<file path="src/rtl/traffic_light_ctrl_p.sv">
// traffic_light_ctrl_p
// Two-road traffic light controller with per-road minimum/maximum green
// times, latched vehicle requests that can end a green early, a flashing
// night mode and an internal tick prescaler.
//
// Ports:
//   CLK100MHZ  in   system clock, rising edge
//   reset      in   synchronous active-high reset
//   req_a      in   level request from road A (debounced, synchronised)
//   req_b      in   level request from road B (debounced, synchronised)
//   flash      in   night-mode request, level, honoured in the RED states
//   light_a    out  road A lights {red,yellow,green}, 000 when flash is dark
//   light_b    out  road B lights {red,yellow,green}, 000 when flash is dark
//   timer      out  ticks since the current state was entered, starts at 1
//   state      out  current state code
//   tick       out  one-cycle timer tick pulse
module traffic_light_ctrl_p #(
    parameter int TICK_DIV    = 100_000_000,
    parameter int TW          = 4,
    parameter int MIN_GREEN_A = 6,
    parameter int MAX_GREEN_A = 9,
    parameter int MIN_GREEN_B = 4,
    parameter int MAX_GREEN_B = 6,
    parameter int YELLOW_T    = 2,
    parameter int ALLRED_T    = 2
) (
    input  logic          CLK100MHZ,
    input  logic          reset,
    input  logic          req_a,
    input  logic          req_b,
    input  logic          flash,
    output logic [2:0]    light_a,
    output logic [2:0]    light_b,
    output logic [TW-1:0] timer,
    output logic [2:0]    state,
    output logic          tick
);

    typedef enum logic [2:0] {
        GREEN_A  = 3'd0,
        YELLOW_A = 3'd1,
        RED_A    = 3'd2,
        GREEN_B  = 3'd3,
        YELLOW_B = 3'd4,
        RED_B    = 3'd5,
        FLASH    = 3'd6
    } state_t;

    localparam int PW = $clog2(TICK_DIV);

    localparam logic [PW-1:0] PRESC_LAST = PW'(TICK_DIV - 1);
    localparam logic [TW-1:0] T_SAT      = {TW{1'b1}};
    localparam logic [TW-1:0] MIN_A_T    = TW'(MIN_GREEN_A);
    localparam logic [TW-1:0] MAX_A_T    = TW'(MAX_GREEN_A);
    localparam logic [TW-1:0] MIN_B_T    = TW'(MIN_GREEN_B);
    localparam logic [TW-1:0] MAX_B_T    = TW'(MAX_GREEN_B);
    localparam logic [TW-1:0] YEL_T      = TW'(YELLOW_T);
    localparam logic [TW-1:0] RED_T      = TW'(ALLRED_T);

    localparam logic [2:0] LT_RED = 3'b100;
    localparam logic [2:0] LT_YEL = 3'b010;
    localparam logic [2:0] LT_GRN = 3'b001;
    localparam logic [2:0] LT_OFF = 3'b000;

    // The state register is a raw 3-bit code rather than state_t so that the
    // illegal code 7 is representable and can be recovered from.
    logic [2:0]    state_r;
    logic [2:0]    next_state_s;
    logic [TW-1:0] timer_r;
    logic [PW-1:0] presc_r;
    logic          pend_a_r;
    logic          pend_b_r;
    logic          blink_r;
    logic          tick_s;

    assign tick_s = (presc_r == PRESC_LAST);

    // Next-state decision; green states check MAX expiry before early exit.
    always_comb begin
        next_state_s = state_r;
        case (state_r)
            GREEN_A: begin
                if (tick_s && (timer_r >= MAX_A_T)) begin
                    next_state_s = YELLOW_A;
                end else if ((timer_r >= MIN_A_T) && pend_b_r && !req_a) begin
                    next_state_s = YELLOW_A;
                end else begin
                    next_state_s = GREEN_A;
                end
            end
            YELLOW_A: begin
                if (tick_s && (timer_r >= YEL_T)) begin
                    next_state_s = RED_A;
                end else begin
                    next_state_s = YELLOW_A;
                end
            end
            RED_A: begin
                if (tick_s && (timer_r >= RED_T)) begin
                    next_state_s = flash ? FLASH : GREEN_B;
                end else begin
                    next_state_s = RED_A;
                end
            end
            GREEN_B: begin
                if (tick_s && (timer_r >= MAX_B_T)) begin
                    next_state_s = YELLOW_B;
                end else if ((timer_r >= MIN_B_T) && pend_a_r && !req_b) begin
                    next_state_s = YELLOW_B;
                end else begin
                    next_state_s = GREEN_B;
                end
            end
            YELLOW_B: begin
                if (tick_s && (timer_r >= YEL_T)) begin
                    next_state_s = RED_B;
                end else begin
                    next_state_s = YELLOW_B;
                end
            end
            RED_B: begin
                if (tick_s && (timer_r >= RED_T)) begin
                    next_state_s = flash ? FLASH : GREEN_A;
                end else begin
                    next_state_s = RED_B;
                end
            end
            FLASH: begin
                if (tick_s && !flash) begin
                    next_state_s = RED_B;
                end else begin
                    next_state_s = FLASH;
                end
            end
            default: begin
                next_state_s = RED_B;
            end
        endcase
    end

    // State, timer, prescaler, request latches and blink bit.
    always_ff @(posedge CLK100MHZ) begin
        if (reset) begin
            state_r  <= RED_B;
            timer_r  <= TW'(1);
            presc_r  <= PW'(0);
            pend_a_r <= 1'b0;
            pend_b_r <= 1'b0;
            blink_r  <= 1'b1;
        end else begin
            state_r <= next_state_s;

            if (tick_s) begin
                presc_r <= PW'(0);
            end else begin
                presc_r <= presc_r + PW'(1);
            end

            // Timer restarts at 1 on any state change and saturates.
            if (next_state_s != state_r) begin
                timer_r <= TW'(1);
            end else if (tick_s && (timer_r != T_SAT)) begin
                timer_r <= timer_r + TW'(1);
            end else begin
                timer_r <= timer_r;
            end

            // A request is only remembered while its road is not green.
            if ((next_state_s == GREEN_A) && (state_r != GREEN_A)) begin
                pend_a_r <= 1'b0;
            end else if (req_a && (state_r != GREEN_A)) begin
                pend_a_r <= 1'b1;
            end else begin
                pend_a_r <= pend_a_r;
            end

            if ((next_state_s == GREEN_B) && (state_r != GREEN_B)) begin
                pend_b_r <= 1'b0;
            end else if (req_b && (state_r != GREEN_B)) begin
                pend_b_r <= 1'b1;
            end else begin
                pend_b_r <= pend_b_r;
            end

            if ((next_state_s == FLASH) && (state_r != FLASH)) begin
                blink_r <= 1'b1;
            end else if ((state_r == FLASH) && tick_s) begin
                blink_r <= ~blink_r;
            end else begin
                blink_r <= blink_r;
            end
        end
    end

    // Light decode from the state register; unknown codes show all red.
    always_comb begin
        light_a = LT_RED;
        light_b = LT_RED;
        case (state_r)
            GREEN_A:  begin light_a = LT_GRN; light_b = LT_RED; end
            YELLOW_A: begin light_a = LT_YEL; light_b = LT_RED; end
            RED_A:    begin light_a = LT_RED; light_b = LT_RED; end
            GREEN_B:  begin light_a = LT_RED; light_b = LT_GRN; end
            YELLOW_B: begin light_a = LT_RED; light_b = LT_YEL; end
            RED_B:    begin light_a = LT_RED; light_b = LT_RED; end
            FLASH: begin
                if (blink_r) begin
                    light_a = LT_YEL;
                    light_b = LT_RED;
                end else begin
                    light_a = LT_OFF;
                    light_b = LT_OFF;
                end
            end
            default:  begin light_a = LT_RED; light_b = LT_RED; end
        endcase
    end

    assign state = state_r;
    assign timer = timer_r;
    assign tick  = tick_s;

endmodule

</file>
<file path="config.mk">
export PLATFORM = sky130hd
export DESIGN_NAME = traffic_light_ctrl_p
export DESIGN_NICKNAME = d
export VERILOG_FILES = /design/src/rtl/traffic_light_ctrl_p.sv
export SDC_FILE = /design/constraint.sdc
export NUM_CORES = 1
export LEC_CHECK = 0
export CAP_MARGIN = 20
export CELL_PAD_IN_SITES_DETAIL_PLACEMENT = 0
export CELL_PAD_IN_SITES_GLOBAL_PLACEMENT = 1
export CORE_UTILIZATION = 47
export DETAILED_ROUTE_END_ITERATION = 16
export DONT_BUFFER_PORTS = 1
export PLACE_DENSITY_LB_ADDON = 0.2
export SLEW_MARGIN = 20
export SYNTH_ARGS = -nofsm -noshare
export SYNTH_HDL_FRONTEND = slang
export SYNTH_SLANG_ARGS = --single-unit
</file>
<file path="constraint.sdc">
create_clock -name CLK100MHZ -period 2.85 [get_ports CLK100MHZ]
set_input_delay 0.4275 -clock CLK100MHZ [delete_from_list [all_inputs] [get_ports CLK100MHZ]]
set_output_delay 0.4275 -clock CLK100MHZ [all_outputs]
set_load 0.01 [all_outputs]
</file>
# Word-level counts from Yosys, hierarchy flattened

Index checks and enable logic that the tools add are counted.

Bits of input ports: 5
Word-level logic and storage cells: 68
Register bits: 37

Bitwise operators: 1
Equal/unequal tests: 13
Muxes and demuxes: 16
$lt $le $gt $ge: 4
Reductions and logical operators: 26
$add $sub $neg: 2

Operator list:

| operator              | number |
|---|---|
| $add 27x1->27 const B | 1 |
| $eq 27x27->1 const B  | 1 |
| $mux 3                | 7 |
| $pmux 3 s7            | 1 |
| $pmux 3 s3            | 2 |
| $logic_and 1x1->1     | 15 |
| $eq 3x3->1 const B    | 4 |
| $reduce_or 2->1       | 5 |
| $eq 3x2->1 const B    | 3 |
| $ge 4x3->1 const B    | 2 |
| $logic_not 3->1       | 2 |
| $mux 2                | 3 |
| $add 4x1->4 const B   | 1 |
| $ge 4x2->1 const B    | 1 |
| $ge 4x4->1 const B    | 1 |
| $ne 4x4->1 const B    | 1 |
| $eq 3x1->1 const B    | 1 |
| $logic_not 1->1       | 3 |
| $mux 1                | 3 |
| $ne 3x2->1 const B    | 1 |
| $ne 3x3->1            | 1 |
| $ne 3x3->1 const B    | 1 |
| $reduce_bool 3->1     | 1 |
| $not 1->1             | 1 |

# Longest topological paths before layout

Gate-level depths: netlist of the first run.

Depth after elaboration: 9
Gate-level depth with buffers: 8

# Least setup slack after synthesis of the first run

Ideal clock, no wire load.

Path kind: register to register
Start: register timer_r[1] (netlist: timer[1])
End: register timer_r[0] (netlist: timer[0])
Data required time: 2.723 ns
Clock period less this slack: 2.182 ns
Library setup time: 0.127 ns
Stages on the path, launching flop included: 9
Path slack: 0.668 ns
Arrival time: 2.055 ns
Cells stage by stage: dfxtp_1 inv_1 ha_1 or3b_2 a32oi_1 o21ai_0 a21oi_1 nor2_1 or3_1

Cells in the longest elaborated chain, start to end: 8
Elaborated cells between the ends (all ways): 24
Those cells by class: 4 x order compare; 2 x eq/ne; 9 x mux; 9 x reduce/logical

Ends and longest elaborated chain:

| what                                                     | line         | source |
|---|---|---|
| start: declaration                                       | 69           | `logic [TW-1:0] timer_r;` |
| start signal: assignment                                 | 163          | `timer_r <= timer_r + TW'(1);` |
| start signal: assignment                                 | 165          | `timer_r <= timer_r;` |
| $ge 4x3->1, on equally long branches                     | 108, 85, 106 |  |
| $logic_and 1x1->1, on equally long branches (2 in a row) | 108, 85      |  |
| $mux 3 or $mux 1 (tied branches)                         | 108, 85      |  |
| $mux 3 or $mux 1 (tied branches)                         | 106, 83      |  |
| $pmux 3 s7                                               | 81           | `case (state_r)` |
| $ne 3x3->1                                               | 160          | `if (next_state_s != state_r) begin` |
| $reduce_or 2->1 (no line)                                | n/a          |  |

Several ways; a longest one is shown, not always the timed one.
A chain may end at the register's enable or synchronous reset.

# Final worst setup path of the first run

Ends and elaborated chain as after synthesis.

==> results of run 1 <==
==> registers in the layout (all words and copies together) (netlist names) <==
register / cells
pend_a_r: 1
timer: 4
presc_r: 27
pend_b_r: 1
blink_r: 1
state: 3
==> report_power, final <==
part | internal, mW | switching (mW)
registers | 0.523 | 0.00419
clock network | 0.192 | 0.170
logic | 0.00928 | 0.0145
total | 0.724 | 0.188
==> path summary, 6_finish.rpt <==
kind	startpoint	to	depth (start not counted)
min reg2reg	presc_r[0]	presc_r[0]	1
min	reset	state[0]	2
max	timer[1]	timer[0]	8
max reg2reg	timer[1]	timer[0]	8
==> per-layer routing <==
layer  wire length, um  GRT usage (%)
met1              2310           28.5
met2              2050           30.5
met3               146           4.80
met4                54           6.80
met5                 0              0
==> cell type report <==
class	count	share of cell area [%]
inverters	11	1.79
multi-input cells	207	57.5
well taps	52	2.83
flip-flops and latches	37	32.2
repair buffers	6	1.96
clock buffers	7	3.75
==> cell usage in the layout, fill, tap and decap left out, types with 3 or more instances in the layout <==
master,instances
nor2_1,41
dfxtp_1,37
nand2_1,28
xor2_1,14
xnor2_1,13
nand3_1,12
a21oi_1,12
inv_1,11
and3_1,6
nand4_1,6
o21ai_0,6
clkbuf_8,6
buf_4,6
nor3_1,5
nor2b_1,5
ha_1,5
or3_1,4
nor4b_1,3
nand4b_1,3
a31oi_1,3
nand2b_1,3
or4_1,3
nor4_1,3
==> metrics by stage <==
| step | hold WS [ns] | total power, mW |
|---|---|---|
| 6_report | 0.257 | 0.912 |
| 5_1_grt | 0.267 | 0.949 |
| 4_1_cts | 0.242 | 0.926 |
| 3_5_place_dp | 0.441 | 0.563 |
| 3_3_place_gp | 0.429 | 0.562 |
| 2_1_floorplan | 0.418 | 0.556 |
==> kinds of logic after synthesis <==
logic type	after synthesis	share of synthesized area, %
simple gates	137	35.6
compound gates	37	11.7
flops	37	34.6
xor+xnor	27	11.0
buf+inv	20	3.74
fa+ha+maj	5	2.92
mux	1	0.467
==> key figures, run 1 <==
Clock tree
  • Sink Count: 37
  • Longest Clk Path Bufs: 2
  • Hold-fix buffers, CTS: 0
  • Post-CTS sizing: 0
  • Htree depth: 2
  • CTS Buf Count: 5
  • Clock latency on the worst-skew pair: between 0.2 and 0.3 ns
  • CTS tree: done
  • Root Driver: clkbuf_8
  • Setup Fix Bufs, Post-CTS: 0
  • Clk pin slew, worst setup/hold paths: ~0.07 ns

Setup path
  • Slowest library cell on the worst path: dfxtp_1
  • CP Buf/Inv Count: 1
  • Critical Path AT: 2.54 ns
  • Crit path largest cell delay: around 0.55 ns
  • CP delay by family, top: simple AND/OR/NAND/NOR gates
  • Setup CP Type: register to register
  • CP Data Required Time: 3.02 ns
  • CP Capture Type: register
  • Element type at the critical path start: register
  • CP Max Fanout: 10
  • Cell chain of the critical path: inv_1 > ha_1 > or3b_2 > a32oi_1 > o21ai_0 > a21oi_1 > nor2_1 > or3_1
  • Reg-to-reg setup timing slack: around 0.47 ns

Synth
  • Syn nets: 274
  • Post-synthesis sequential area ratio: 34.6%
  • Number of synthesized flops with an enable pin: 0
  • Synth area leader: dfxtp_1
  • Async S/R FF share, synth: 0%
  • Synthesized area: 2140 um2
  • Synth top area cells: dfxtp_1 (35%), nor2_1 (7.2%), xor2_1 (5.7%)
  • Share of the synthesized area in the top cell type: 34.6%
  • Seq cells post-synth: 37
  • Synth Area per Inst: between 8 and 9 um2
  • Predominant post-synthesis flop cell: dfxtp_1
  • Most frequent cells after synthesis: nor2_1 (41), dfxtp_1 (37), nand2_1 (28)
  • Distinct cell type count after synthesis: 50
  • Gate Count Post-Synth: ~260
  • Yosys warns: 0
  • Cell with the most instances after synthesis: nor2_1

Timing
  • Slew @ Worst Pin: 0.516 ns
  • Final setup TNS: 0 ns
  • Final Hold Fails: 0
  • Worst Clk Skew: 0.00169 ns
  • Final Worst Setup Slack: 0.475 ns
  • Slew margin rel.: between 60% and 70%
  • F_max: 0.421 GHz
  • Setup violations, final: 0
  • RSZ-0062 raised after global routing: false
  • Post-layout min period: 2.38 ns
  • Tcrit/Tclk final: 83.3%
  • Max-slew violations: 0

Placement
  • I/O Buffers: 0
  • Post-DP Area: 2210 um2
  • Routability cong.: 0.840
  • Hpwl dp: 3370 um
  • Worst slack, placed: 0.501 ns
  • Placed cell count: 313

Finish
  • Multi-input gate area: between 1000 and 1500 um2
  • Fin cells: 320
  • N_diodes: 0
  • Fillers: 439
  • Layout area overhead: 7.36%
  • Fin area: 2300 um2
  • Layout cells sized above 1: roughly 8.6%
  • Post-layout util: 52.8%
  • Layout Nets: between 200 and 300
  • FF/Latch Area: between 700 and 800 um2

Power
  • Pwr per Cell Area: ~400 nW/um2
  • Maximum vdd drop: 0.266 mV
  • Pleak: 0.862 nW

Status
  • Status: finished, final reports clean

Job
  • Max cap viols: 0

Route
  • Final WL: ~4600 um
  • First DRT Iteration DRCs: about 140
  • Total number of vias: around 1.8k
  • Final ANT Viol Nets: 0
  • First-pass DRT Iterations: 4
  • Routed len/inst: 14.2 um
  • Via density per instance: 5.53
  • DRC errors left: 0

Global route
  • Total track usage: 20.3%
  • First-pass GRT wire length: 7830 um
  • Largest net degree at the start of global routing: 27
  • Vias in the first global route: 1,634
  • Global route total overflow: 0
  • Initial antenna violation count: 0

Die
  • Ports: 19
  • Die span in x: 69.5 um
  • Initial Util: 49.2%
  • Die Ht: 69.5 um
  • Row count: 24
  • Die area: approximately 4800 um2
  • Core area: 4350 um2

Worst hold path
  • HP Class: input pin to register
Power figures use the tool's default switching activity.
==> run 2, diff against run 1 <==
- clock period: 2.85 -> 2.4 ns (I/O delays scaled with it)
==> run 2 against run 1 <==
  * Hold slack worse by 0.080 ns
  * Sequential power rose by 19%
  * First-iteration DRC count fell by 46%
  * Sequential share of layout area decreased by 0.98 points
  * Fmax up 9.6%
  * Cell count is 2.5% higher
  * Clock power increased by 21%
  * Power grew 20%
  * Non-clock buffer count rose by 8
  * Highest routed layer unchanged
==> key figures, run 2 (synthesis gave the netlist of run 1 again) <==
Status
  • Status: finished, final reports clean

Finish
  • Max FFs per register: 27 (unchanged)
  • Most frequent cells in the layout: nor2_1 (41), dfxtp_1 (37), nand2_1 (28)
  • Largest Register: presc_r
  • Most common cell after layout, fill and taps aside: nor2_1
  • N_diodes: 0 (unchanged)
  • Layout Nets: 286 (+2.9%)
  • Fillers: 427 (-2.7%)
  • Layout area overhead: 10.7%
  • Layout cells sized above 1: 11.2% (+2.6 points)
  • Multi-input gate area: 1320 um2 (unchanged)
  • FF/Latch Area: 741 um2 (unchanged)

Power
  • Pwr per Cell Area: 461 nW/um2 (+16%)
  • Maximum vdd drop: 0.342 mV (+29%)
  • Pleak: 0.909 nW (+5.4%)

Clock tree
  • CTS Buf Count: 5 (unchanged)
  • Root Driver: clkbuf_8
  • Setup Fix Bufs, Post-CTS: 0 (unchanged)
  • Sink Count: 37 (unchanged)
  • CTS tree: done
  • Longest Clk Path Bufs: 2 (unchanged)
  • Hold-fix buffers, CTS: 0 (unchanged)
  • Clock latency on the worst-skew pair: 0.29 ns (about the same)
  • Clk pin slew, worst setup/hold paths: 0.07 ns (about the same)
  • Htree depth: 2 (unchanged)
  • Post-CTS sizing: 0 (unchanged)

Setup path
  • CP Capture Type: register
  • CP Data Required Time: 2.57 ns (-0.45 ns)
  • Critical Path AT: 2.34 ns (-0.20 ns)
  • Setup CP Type: register to register
  • Worst R2R Start: timer[0]
  • CP delay by family, top: simple AND/OR/NAND/NOR gates
  • CP Max Fanout: 5 (-5)
  • Element type at the critical path start: register
  • Crit path largest cell delay: 0.45 ns (-0.10 ns)
  • Cell chain of the critical path: inv_1 > ha_1 > or3b_2 > a32oi_1 > o21ai_0 > a21oi_1 > nor2_1 > or3_1
  • Crit. Startpoint: timer[0]
  • CP Buf/Inv Count: 1 (unchanged)
  • Slowest library cell on the worst path: or3b_2
  • Reg-to-reg setup timing slack: 0.23 ns (-0.24 ns)

Die
  • Row count: 24 (unchanged)
  • Die span in x: 69.5 um (unchanged)
  • Die area: 4830 um2 (unchanged)
  • Core area: 4350 um2 (unchanged)
  • Ports: 19 (unchanged)
  • Die Ht: 69.5 um (unchanged)
  • Initial Util: 49.2% (unchanged)

Placement
  • Hpwl dp: 3500 um (+3.8%)
  • I/O Buffers: 0 (unchanged)
  • Routability cong.: 0.844 (+0.58%)
  • Worst slack, placed: 0.232 ns (-0.269 ns)

Timing
  • Final setup TNS: 0 ns (unchanged)
  • Final Hold Fails: 0 (unchanged)
  • Max-slew violations: 0 (unchanged)
  • Worst Clk Skew: 0.00788 ns (+0.00619 ns)
  • Tcrit/Tclk final: 90.3% (+7.0 points)
  • Slew margin rel.: 68.5% (+3.2 points)
  • F_max: 0.461 GHz (+9.6%)
  • Final Worst Setup Slack: 0.232 ns (-0.242 ns)
  • Setup violations, final: 0 (unchanged)
  • Slew @ Worst Pin: 0.469 ns (-0.0471 ns)
  • RSZ-0062 raised after global routing: false
  • Post-layout min period: 2.17 ns (-0.208 ns)

Route
  • Routed len/inst: 14.5 um (+1.7%)
  • First-pass DRT Iterations: 4 (unchanged)
  • Total number of vias: 1,797 (+1.6%)
  • DRC errors left: 0 (unchanged)
  • Final ANT Viol Nets: 0 (unchanged)
  • First DRT Iteration DRCs: 77 (-46%)
  • Via density per instance: 5.48 (-0.84%)
  • Final WL: 4750 um (+4.3%)

Job
  • Max cap viols: 0 (unchanged)

Worst hold path
  • HP Class: input pin to register
  • HP Start: reset

Global route
  • Largest net degree at the start of global routing: 27 (unchanged)
  • Vias in the first global route: 1,734 (+6.1%)
  • Total track usage: 21.3% (+0.94 points)
  • Global route total overflow: 0 (unchanged)
  • First-pass GRT wire length: 8240 um (+5.2%)
  • Initial antenna violation count: 0 (unchanged)
[run 2: final timing paths]
kind / to / cells past startpoint
worst max-delay path: timer[0] / 8
worst min-delay path: state[0] / 2
worst max register to register: timer[0] / 8
worst min register to register: presc_r[0] / 1
[run 2: cell type report]
cell class                 instances  share of cell area [%]
sequential                        37                    31.2
inverter                          11                    1.74
timing repair buffer              14                    4.96
multi-input combinational        207                    55.7
tap                               52                    2.74
clock buffer                       7                    3.64
[run 2: metrics by stage]
step	utilization, %	power [mW]	instances	hold WS, ns	cell area, um2
3_3_place_gp	52.5	0.670	321	0.430	2290
6_report	54.5	1.09	328	0.177	2370
2_1_floorplan	-	0.661	264	0.418	2140
4_1_cts	54.5	1.11	328	0.168	2370
5_1_grt	54.5	1.14	328	0.182	2370
3_5_place_dp	52.5	0.671	321	0.441	2290
[run 2: worst register-to-register path, stage by stage, from the launching register on]
cell	delay, ns
dfxtp_1	0.38
inv_1	0.14
ha_1	0.15
or3b_2	0.45
a32oi_1	0.20
o21ai_0	0.15
a21oi_1	0.17
nor2_1	0.09
or3_1	0.33
[run 2: per-layer routing]
layer / routed length [um] / up-vias / track usage [%]
met1: 2460 / 827 / 29.8
met5: 0 / - / 0
met3: 166 / 2 / 4.65
met4: 29 / 0 / 6.80
li1: - / 944 / -
met2: 2100 / 24 / 32.5
[run 2: report_power, final]
part / switching [mW] / internal, mW
combinational: 0.0180 / 0.0133
sequential: 0.00499 / 0.620
clock: 0.210 / 0.228
total: 0.233 / 0.862
